===== config.mk =====
export PLATFORM = sky130hd
export DESIGN_NAME = alu_bit_serial_seq
export DESIGN_NICKNAME = d
export VERILOG_FILES = /design/src/rtl/alu_bit_serial_seq.sv
export SDC_FILE = /design/constraint.sdc
export NUM_CORES = 1
export LEC_CHECK = 0
export CAP_MARGIN = 20
export CORE_MARGIN = 2
export CORE_UTILIZATION = 45
export CTS_CLUSTER_SIZE = 25
export DETAILED_ROUTE_END_ITERATION = 6
export PLACE_DENSITY = 0.79
export SETUP_SLACK_MARGIN = 0.2
export SLEW_MARGIN = 20
export SYNTH_ARGS = -nofsm -noshare
export SYNTH_HDL_FRONTEND = slang
export SYNTH_SLANG_ARGS = --single-unit

===== constraint.sdc =====
create_clock -name clk -period 2.7 [get_ports clk]
set_input_delay 0.54 -clock clk [delete_from_list [all_inputs] [get_ports clk]]
set_output_delay 0.54 -clock clk [all_outputs]
set_load 0.005 [all_outputs]

===== src/rtl/alu_bit_serial_seq.sv =====
// Bit-serial sequencer wrapped around a 1-bit ALU.
// Operands are captured on an accepted start and fed to the ALU one bit
// pair per clock, LSB first. The returned result bits are shifted into a
// WIDTH-bit word that is published on the final shift edge.
module alu_bit_serial_seq #(
  parameter int WIDTH = 8
) (
  input  logic             clk,
  input  logic             rst,
  input  logic             start,
  input  logic [1:0]       op,
  input  logic [WIDTH-1:0] a_in,
  input  logic [WIDTH-1:0] b_in,
  output logic             alu_a,
  output logic             alu_b,
  output logic [1:0]       alu_op,
  input  logic             alu_result,
  output logic             busy,
  output logic             done,
  output logic [WIDTH-1:0] result
);

  localparam int CW = (WIDTH > 1) ? $clog2(WIDTH) : 1;
  localparam logic [CW-1:0] CNT_LAST = CW'(WIDTH - 1);

  typedef enum logic [1:0] {
    ST_IDLE  = 2'd0,
    ST_SHIFT = 2'd1,
    ST_DONE  = 2'd2
  } state_t;

  state_t           state_r;
  state_t           state_nxt_s;
  logic [WIDTH-1:0] a_sh_r;
  logic [WIDTH-1:0] b_sh_r;
  logic [WIDTH-1:0] r_sh_r;
  logic [WIDTH-1:0] result_r;
  logic [1:0]       op_q_r;
  logic [CW-1:0]    cnt_r;
  logic             last_bit_s;

  // The final shift edge is the one on which the counter already sits at WIDTH-1.
  assign last_bit_s = (cnt_r == CNT_LAST);

  // State register.
  always_ff @(posedge clk or posedge rst) begin
    if (rst) begin
      state_r <= ST_IDLE;
    end else begin
      state_r <= state_nxt_s;
    end
  end

  // Next-state logic: start is honoured only in IDLE; DONE always lasts one cycle.
  always_comb begin
    state_nxt_s = state_r;
    case (state_r)
      ST_IDLE: begin
        if (start) begin
          state_nxt_s = ST_SHIFT;
        end else begin
          state_nxt_s = ST_IDLE;
        end
      end
      ST_SHIFT: begin
        if (last_bit_s) begin
          state_nxt_s = ST_DONE;
        end else begin
          state_nxt_s = ST_SHIFT;
        end
      end
      ST_DONE: state_nxt_s = ST_IDLE;
      default: state_nxt_s = ST_IDLE;
    endcase
  end

  // Datapath: operand capture, serial shifting, bit counting and result publish.
  always_ff @(posedge clk or posedge rst) begin
    if (rst) begin
      a_sh_r   <= {WIDTH{1'b0}};
      b_sh_r   <= {WIDTH{1'b0}};
      r_sh_r   <= {WIDTH{1'b0}};
      result_r <= {WIDTH{1'b0}};
      op_q_r   <= 2'b00;
      cnt_r    <= {CW{1'b0}};
    end else begin
      case (state_r)
        ST_IDLE: begin
          if (start) begin
            a_sh_r <= a_in;
            b_sh_r <= b_in;
            op_q_r <= op;
            cnt_r  <= {CW{1'b0}};
          end
        end
        ST_SHIFT: begin
          r_sh_r <= {alu_result, r_sh_r[WIDTH-1:1]};
          a_sh_r <= {1'b0, a_sh_r[WIDTH-1:1]};
          b_sh_r <= {1'b0, b_sh_r[WIDTH-1:1]};
          if (last_bit_s) begin
            // Counter parks at WIDTH-1; it is cleared on the next capture.
            result_r <= {alu_result, r_sh_r[WIDTH-1:1]};
          end else begin
            cnt_r <= cnt_r + 1'b1;
          end
        end
        default: begin
        end
      endcase
    end
  end

  // Output decode: ALU inputs are live only while shifting, all from registers.
  always_comb begin
    alu_a  = 1'b0;
    alu_b  = 1'b0;
    alu_op = 2'b00;
    busy   = 1'b0;
    done   = 1'b0;
    case (state_r)
      ST_IDLE: begin
        busy = 1'b0;
      end
      ST_SHIFT: begin
        alu_a  = a_sh_r[0];
        alu_b  = b_sh_r[0];
        alu_op = op_q_r;
        busy   = 1'b1;
      end
      ST_DONE: begin
        busy = 1'b1;
        done = 1'b1;
      end
      default: begin
        busy = 1'b0;
      end
    endcase
  end

  assign result = result_r;

endmodule


# After elaboration in Yosys (flattened, before gate mapping)
# Cells that the tools add are included.
totals:
  word_cells: 35
  input_bits: 22
  reg_bits: 39
  out_inout_bits: 14
classes:
  addsub: 1
  n_reduce_logical: 7
  n_eq_ne: 5
  muxes: 15
ops:
  columns: ["operator", "n"]
  rows:
  - ["8-bit case mux with 2 select lines", 2]
  - ["8-bit two-way mux", 2]
  - ["3-bit two-way mux", 2]
  - ["3-bit case mux with 2 select lines", 1]
  - ["2-bit AND reduction", 3]
  - ["1-bit two-way mux", 5]
  - ["2-bit two-way mux", 2]
  - ["2-bit inequality test (second input constant)", 2]
  - ["2-bit case mux with 2 select lines", 1]
  - ["3-bit by 1-bit adder with 3-bit output (second input constant)", 1]
  - ["3-bit == test (second input constant)", 1]
  - ["3-bit AND reduction", 1]
  - ["2-bit by 1-bit == test with 1-bit output (second input constant)", 1]
  - ["2-bit == test (second input constant)", 1]
  - ["2-bit zero test", 1]
  - ["2-bit nonzero test", 1]
  - ["2-bit OR reduction", 1]

# Depth between registers and ports, before layout
# Gate-level depths: netlist of run 1.
logic_depth:
  depth_word: 3
  depth_mapped: 7
  mapped_depth_nobuf: 5

# Least setup slack after synthesis of run 1
# OpenSTA, ideal clock, no wires.
synth_path:
  kind: "reg-to-output"
  startpoint: "register state_r[1]"
  endpoint: "output alu_a"
  path_stages_with_launch: 6
  arrival_time_ns: 1.118
  setup_slack_ns: 1.042
  required_time_ns: 2.160
  path_buffers: 2
  cell_sequence: "dfrtp_1 inv_1 ha_1 buf_2 clkbuf_1 and2_1"
synth_between:
  elab_chain_cells: 2
synth_lines:
  columns: ["element", "line_no", "text"]
  rows:
  - ["start, declared", "32", "state_t state_r;"]
  - ["start signal, assigned", "50", "state_r <= state_nxt_s;"]
  - ["2-bit by 1-bit == test with 1-bit output", "120", "case (state_r)"]
  - ["1-bit two-way mux", "120", null]
  - ["end, declared", "14", "output logic alu_a,"]
# Every way passes these cells.

# Final worst setup path of run 1
# Ends and elaborated chain as after synthesis.

==> results of run 1 <==
[per-layer routing]
layer,track usage,up-vias
met5,0,-
met4,0.0750,0
met3,0.0345,5
met2,0.270,19
met1,0.265,667
li1,-,666
[cell families (layout without fill, tap and decap cells)]
logic type	Yosys count	count (layout)	share of synthesized area
AOI/OAI and AO/OA	40	40	0.155
DFF	38	38	0.510
buffers and inverters	19	56	0.0537
muxes	18	18	0.108
adders and majority gates	5	5	0.0335
and+or+nand+nor	46	46	0.140
[worst paths after layout]
| check | end | slack, ns |
|---|---|---|
| setup / recovery | alu_a | 0.36 |
| hold / removal | result[7] | 0.51 |
| setup reg to reg | a_sh_r[5] | 0.65 |
| hold reg to reg | result[7] | 0.51 |
| max in group asynchronous | cnt_r[1] | 1.70 |
| min in group asynchronous | result[4] | 0.65 |
[per-stage QoR]
step                      total power, uW  hold slack (ns)
after floorplan                      1720            0.456
after global placement               2070            0.483
after detailed placement             2110            0.490
after CTS                            2520            0.511
after global routing                 2690            0.529
final                                2500            0.508
[worst max-delay path: cells and delay by family, from the launching register on]
| kind | cells | cell delay (ns) |
|---|---|---|
| buf+inv | 2 | 0.57 |
| flops | 1 | 0.38 |
| fa+ha+maj | 1 | 0.36 |
| simple gates | 1 | 0.19 |
[cell usage in the layout, fill, tap and decap left out, drive strengths merged]
master	n
mux2i	1
o21ai	5
buf	8
clkinv	1
mux2	17
inv	5
a22o	2
nand2b	15
nor2	1
nand3	15
a32oi	1
a31oi	2
clkdlybuf4s50	35
nor2b	4
a21oi	14
clkbuf	7
a221o	14
o211ai	1
dfrtp	38
nand2	6
ha	5
and2	4
or2	1
o21bai	1
[registers in the layout, indices dropped and copies added (netlist names)]
signal   cells
a_sh_r       8
op_q_r       2
cnt_r        3
b_sh_r       8
state_r      2
r_sh_r       7
result       8
[area by class of cell]
| type | count | area share |
|---|---|---|
| clock inverter | 1 | 0.00213 |
| tap | 50 | 0.0266 |
| inverter | 5 | 0.00799 |
| clock buffer | 7 | 0.0368 |
| sequential | 38 | 0.405 |
| timing repair buffer | 43 | 0.175 |
| multi-input combinational | 109 | 0.347 |
[synth_stat cells]
cell type  number  area (um2)
dfrtp_1        38         951
a221o_1        14         140
mux2i_1         1        10.0
o21bai_1        1        7.51
o21ai_1         3        15.0
and2_1          4        25.0
mux2_2         16         180
or2_2           1        6.26
nand3_1        15        75.1
nor2_2          1        6.26
mux2_1          1        11.3
a32oi_1         1        8.76
o21ai_0         2        10.0
buf_2           8        40.0
a21oi_1        14        70.1
nand2b_1       15        93.8
buf_1           1        3.75
buf_6           2        22.5
a31oi_1         2        12.5
buf_4           1        7.51
nand2_1         6        22.5
nor2b_1         3        18.8
a22o_1          2        17.5
ha_1            5        62.6
clkbuf_1        2        7.51
inv_1           5        18.8
o211ai_1        1        7.51
nor2b_4         1        13.8
[power groups by stage]
stage                     clock network, uW  logic, uW  registers [uW]
after floorplan                           0        786             934
after global placement                    0       1110             963
after detailed placement                  0       1140             971
after CTS                               415       1140             963
after global routing                    439       1250             996
final                                   412       1130             961
==> out/qor.yml, run 1 <==
outcome:
  status: "finished, final reports clean"
finish:
  finalNonFillerCells: 253
  nFillCells: 342
  insertedDiodeCount: 0
  layout.area.seq_um2: 951
  utilization: 0.587
  multi_input_area_um2: 815
  area_growth_pct: 25.9
  layout_cells_sized_above_1: 0.167
  cell_area_after_layout_mm2: 0.00235
  finish.net_count: 229
floorplan:
  die-height_um: 68.4
  die_width_um: 68.4
  core_area_mm2: 0.00400
  io_pins: 36
  die_area_mm2: 0.00468
  row_count: 23
  initial_core_util: 0.466
critical_path:
  crit_path_launch: "state_r[1]"
  arrival_ns: 1.80
  setup.worst_path.class: "flop to output pin"
  cp.required_ns: 2.16
  logic_depth_of_the_worst_register_to_register_path: 6
  worstPathCellList: "inv_1 -> ha_1 -> and2_1 -> clkdlybuf4s50_1"
  critical_path.endpoint_type: "output pin"
  largest_fanout_on_the_critical_path: 9
  cp_slowest_stage_delay_ns: 0.50
  worstSetupStartpointType: "flop"
  reg2reg_from: "state_r[1]"
  slowest_stage: "clkdlybuf4s50_1"
clock_network:
  clkLatencyLatePin_ns: 0.29
  cts_hold_buffers: 0
  cts_tree: "yes"
  resized_gates_after_cts: 0
  ctsHtreeMaxLevel: 2
  postCtsSetupRepairBufs: 0
  cts-buffers-inserted: 5
  clock-sinks: 38
  clock_path_buffers: 2
  ctsRootBufferMaster: "clkbuf_8"
  cts.clk_slew.worst_paths_ns: 0.08
min_path:
  min_path_cells: 1
  holdCritStartpoint: "result[7]"
  min_path_type: "flop to flop"
placement:
  portbufs: 35
  placed_inst_area_mm2: 0.00226
  placed_cells_incl_taps: 245
  place_worst_setup_slack_ns: 0.653
  gp_congestion: 0.799
  place_hpwl_mm: 2.49
power_and_ir_drop:
  internal_power_uw: 1660
  power_leakage_uw: 0.00100
  share_comb_of_total_power: 0.451
  p_seq_frac: 0.384
  p_sw_uw: 847
  p_sw_frac: 0.338
  power.share.clock: 0.165
  ir_worst_vdd_mv: 0.651
  cellPowerDensity_mw_per_mm2: 1070
logic_synthesis:
  post_synth_instance_area_mm2: 0.00187
  syn_area_per_cell_um2: 11.2
  syn_inst: 166
  synthesized_nets: 193
  post_synth_num_cell_types: 28
  seq_area_frac_synth: 0.510
  synth.ff_latch_count: 38
  synth.yosys.warnings: 0
global_route:
  antenna_found_initial: 0
  grt_max_degree: 39
  global_route.overflow_total: 0
  grt_pass1_vias: 1304
  grt_pass1_wl_mm: 6.31
  grt_usage: 0.184
timing:
  timing.final.max_slew_violations: 0
  count_of_endpoints_failing_setup_in_the_final_report: 0
  fin_crit_sh: 0.866
  hold_viol: 0
  fin_tns_setup_ns: 0
  rsz0062_at_grt: "no"
  worst-slew-pin-transition_ns: 0.603
  maxSlewHeadroom: 0.598
  fmax_ghz: 0.428
  skew_ns: 0.00551
  final_period_minus_worst_setup_slack_ns: 2.34
  postLayoutSetupSlackWorst_ns: 0.362
drt:
  detail_route.drc_violations: 0
  drt_wl_total_mm: 3.66
  ant_nets: 0
  top_layer_used: "met4"
  avgRoutedWirePerCell_um: 14.5
  route.vias.total: 1357
  routedLengthMet1_mm: 1.79
  detail_route.iter0.violations: 65
  met3_wirelength_um: 97
  drt-pass1-iter-count: 4
  avgViaCountPerCell: 5.36
  wl_met2_mm: 1.72
flow_run:
  max_cap_violations: 0
No activity file was read; power rests on OpenSTA's default activity.
==> run 2: changes to the inputs <==
--- a/config.mk
+++ b/config.mk
@@ -12,6 +12,7 @@
 export DETAILED_ROUTE_END_ITERATION = 6
 export PLACE_DENSITY = 0.79
 export SETUP_SLACK_MARGIN = 0.2
+export SKIP_CTS_REPAIR_TIMING = 1
 export SLEW_MARGIN = 20
 export SYNTH_ARGS = -nofsm -noshare
 export SYNTH_HDL_FRONTEND = slang
==> results of run 2 <==
Same layout as run 1: the final DEF is identical, and so are final timing and power.
==> run 3: changes to the inputs <==
==> constraint.sdc (replaced) <==
create_clock -name clk -period 3 [get_ports clk]
set_input_delay 0.6 -clock clk [delete_from_list [all_inputs] [get_ports clk]]
set_output_delay 0.6 -clock clk [all_outputs]
set_load 0.005 [all_outputs]
==> run 3 against run 2 <==
  * Flip-flop and latch count did not move
  * Sequential share of layout area up 0.26 points
  * Utilization fell by 0.38 points
  * Via count shrank 0.59%
  * Clock power down 13%
  * Critical path depth did not move
  * Power fell by 11%
  * Largest cell class unchanged
  * Largest power group unchanged
==> out/qor.yml, run 3 (same netlist as run 1, synthesis figures left out) <==
timing:
  skew_ns: 0.00756  # +0.00205 ns
  count_of_endpoints_failing_setup_in_the_final_report: 0  # unchanged
  worst-slew-pin-transition_ns: 0.558  # -0.0452 ns
  fin_crit_sh: 0.838
  fin_tns_setup_ns: 0  # unchanged
  fmax_ghz: 0.398
  rsz0062_at_grt: "no"
  postLayoutSetupSlackWorst_ns: 0.487  # +0.125 ns
  timing.final.max_slew_violations: 0  # unchanged
  hold_viol: 0  # unchanged
  final_period_minus_worst_setup_slack_ns: 2.51
  maxSlewHeadroom: 0.628  # +0.0302
clock_network:
  ctsRootBufferMaster: "clkbuf_8"
  cts_tree: "yes"
  ctsHtreeMaxLevel: 2  # unchanged
  clock-sinks: 38  # unchanged
  cts.clk_slew.worst_paths_ns: 0.07  # about the same
  cts-buffers-inserted: 5  # unchanged
  clock_path_buffers: 2  # unchanged
  clkLatencyLatePin_ns: 0.29  # about the same
critical_path:
  critical_path.endpoint_type: "output pin"
  arrival_ns: 1.91  # +0.11 ns
  critical_path.reg2reg.endpoint: "b_sh_r[1]"
  reg2reg_from: "state_r[1]"
  timing.critical_path.buf_inv: 2  # unchanged
  worstPathCellList: "inv_1 -> ha_1 -> and2_1 -> clkdlybuf4s50_1"
  setup.worst_path.class: "flop to output pin"
  slowest_stage: "clkdlybuf4s50_1"
  worstSetupStartpointType: "flop"
  cp_slowest_stage_delay_ns: 0.50  # about the same
  path_depth: 4  # unchanged
  crit_end: "alu_a"
  largest_fanout_on_the_critical_path: 14  # +5
  timing.critical_path.max_delay_family: "buffers and inverters"
  r2r_setup_slack_ns: 0.93  # +0.28 ns
  cp.required_ns: 2.40  # +0.24 ns
  logic_depth_of_the_worst_register_to_register_path: 6  # unchanged
  crit_path_launch: "state_r[1]"
power_and_ir_drop:
  cellPowerDensity_mw_per_mm2: 955  # -10%
  power_leakage_uw: 0.000991  # -0.98%
  ir_worst_vdd_mv: 0.535  # -18%
global_route:
  groute.layer.met3.usage: 0.0510  # +0.0164
  use_met1: 0.249  # -0.0158
  gr-usage-met2: 0.286  # +0.0156
  grt_usage: 0.185  # +0.00174
  grt-busiest-layer: "met2"
  grt_pass1_wl_mm: 6.35  # +0.55%
  grt_pass1_vias: 1350  # +3.5%
  grt_max_degree: 39  # unchanged
  antenna_found_initial: 0  # unchanged
  global_route.overflow_total: 0  # unchanged
finish:
  layout_cells_sized_above_1: 0.159  # -0.00828
  layout.cells.most_common: "dfrtp_1"
  area_growth_pct: 25.1
  finish.net_count: 227  # -0.87%
  layout.cells.most_common_list: "38 x dfrtp_1, 35 x clkdlybuf4s50_1, 16 x mux2_2"
  utilization: 0.583  # -0.00375
  finalNonFillerCells: 251  # -0.79%
  insertedDiodeCount: 0  # unchanged
  nFillCells: 338  # -1.2%
placement:
  place_worst_setup_slack_ns: 0.761  # +0.108 ns
  place_hpwl_mm: 2.50  # +0.31%
  portbufs: 35  # unchanged
  gp_congestion: 0.756  # -5.4%
  placed_cells_incl_taps: 243  # -0.82%
drt:
  detail_route.iter0.violations: 79  # +22%
  drt_wl_total_mm: 3.64  # -0.76%
  route.vias.total: 1349  # -0.59%
  detail_route.drc_violations: 0  # unchanged
  avgRoutedWirePerCell_um: 14.5  # about the same
  ant_nets: 0  # unchanged
  drt-pass1-iter-count: 4  # unchanged
  avgViaCountPerCell: 5.37  # +0.20%
floorplan:
  die-height_um: 68.4  # unchanged
  io_pins: 36  # unchanged
  row_count: 23  # unchanged
  initial_core_util: 0.466  # unchanged
  core_area_mm2: 0.00400  # unchanged
  die_area_mm2: 0.00468  # unchanged
  die_width_um: 68.4  # unchanged
min_path:
  holdCritStartpoint: "op_q_r[0]"
  min_path_type: "flop to flop"
flow_run:
  max_cap_violations: 0  # unchanged
outcome:
  status: "finished, final reports clean"
==> run 3: cell types whose count changed in the layout (fill, tap and decap cells not counted), sizes merged <==
cell,delta
buf,-2
==> run 3: layout make-up <==
class	count	area (um2)	share of cell area
clock inverters	1	5.00	0.00214
clock buffers	7	86.3	0.0370
repair buffers	41	395	0.169
well taps	50	62.6	0.0268
inverters	5	18.8	0.00804
flip-flops and latches	38	951	0.408
multi-input cells	109	815	0.349
==> run 3: report_power, final <==
part | switching [uW] | internal (uW)
clock network | 174 | 185
logic | 429 | 570
registers | 143 | 726
==> run 3: worst min-delay path by stage <==
| stage | endpoint | slack [ns] | cells past startpoint |
|---|---|---|---|
| final | op_q_r[0] | 0.50 | 1 |
| after global routing | result[7] | 0.53 | 1 |
| after global placement | op_q_r[0] | 0.48 | 1 |
| after CTS | op_q_r[0] | 0.51 | 1 |
| after floorplan | op_q_r[0] | 0.46 | 1 |
| after detailed placement | op_q_r[0] | 0.48 | 1 |
==> run 3: routing by layer <==
metal | wire, um | share of wire
met5 | 0 | 0
met4 | 58 | 0.016
met3 | 137 | 0.038
met2 | 1750 | 0.48
met1 | 1690 | 0.47
==> run 3: through the flow <==
step                total power [uW]  area (um2)  hold slack [ns]
floorplan                       1550        1870            0.456
global placement                1850        2240            0.476
detailed placement              1890        2240            0.482
CTS                             2250        2330            0.507
global route                    2400        2330            0.533
finish                          2230        2330            0.502
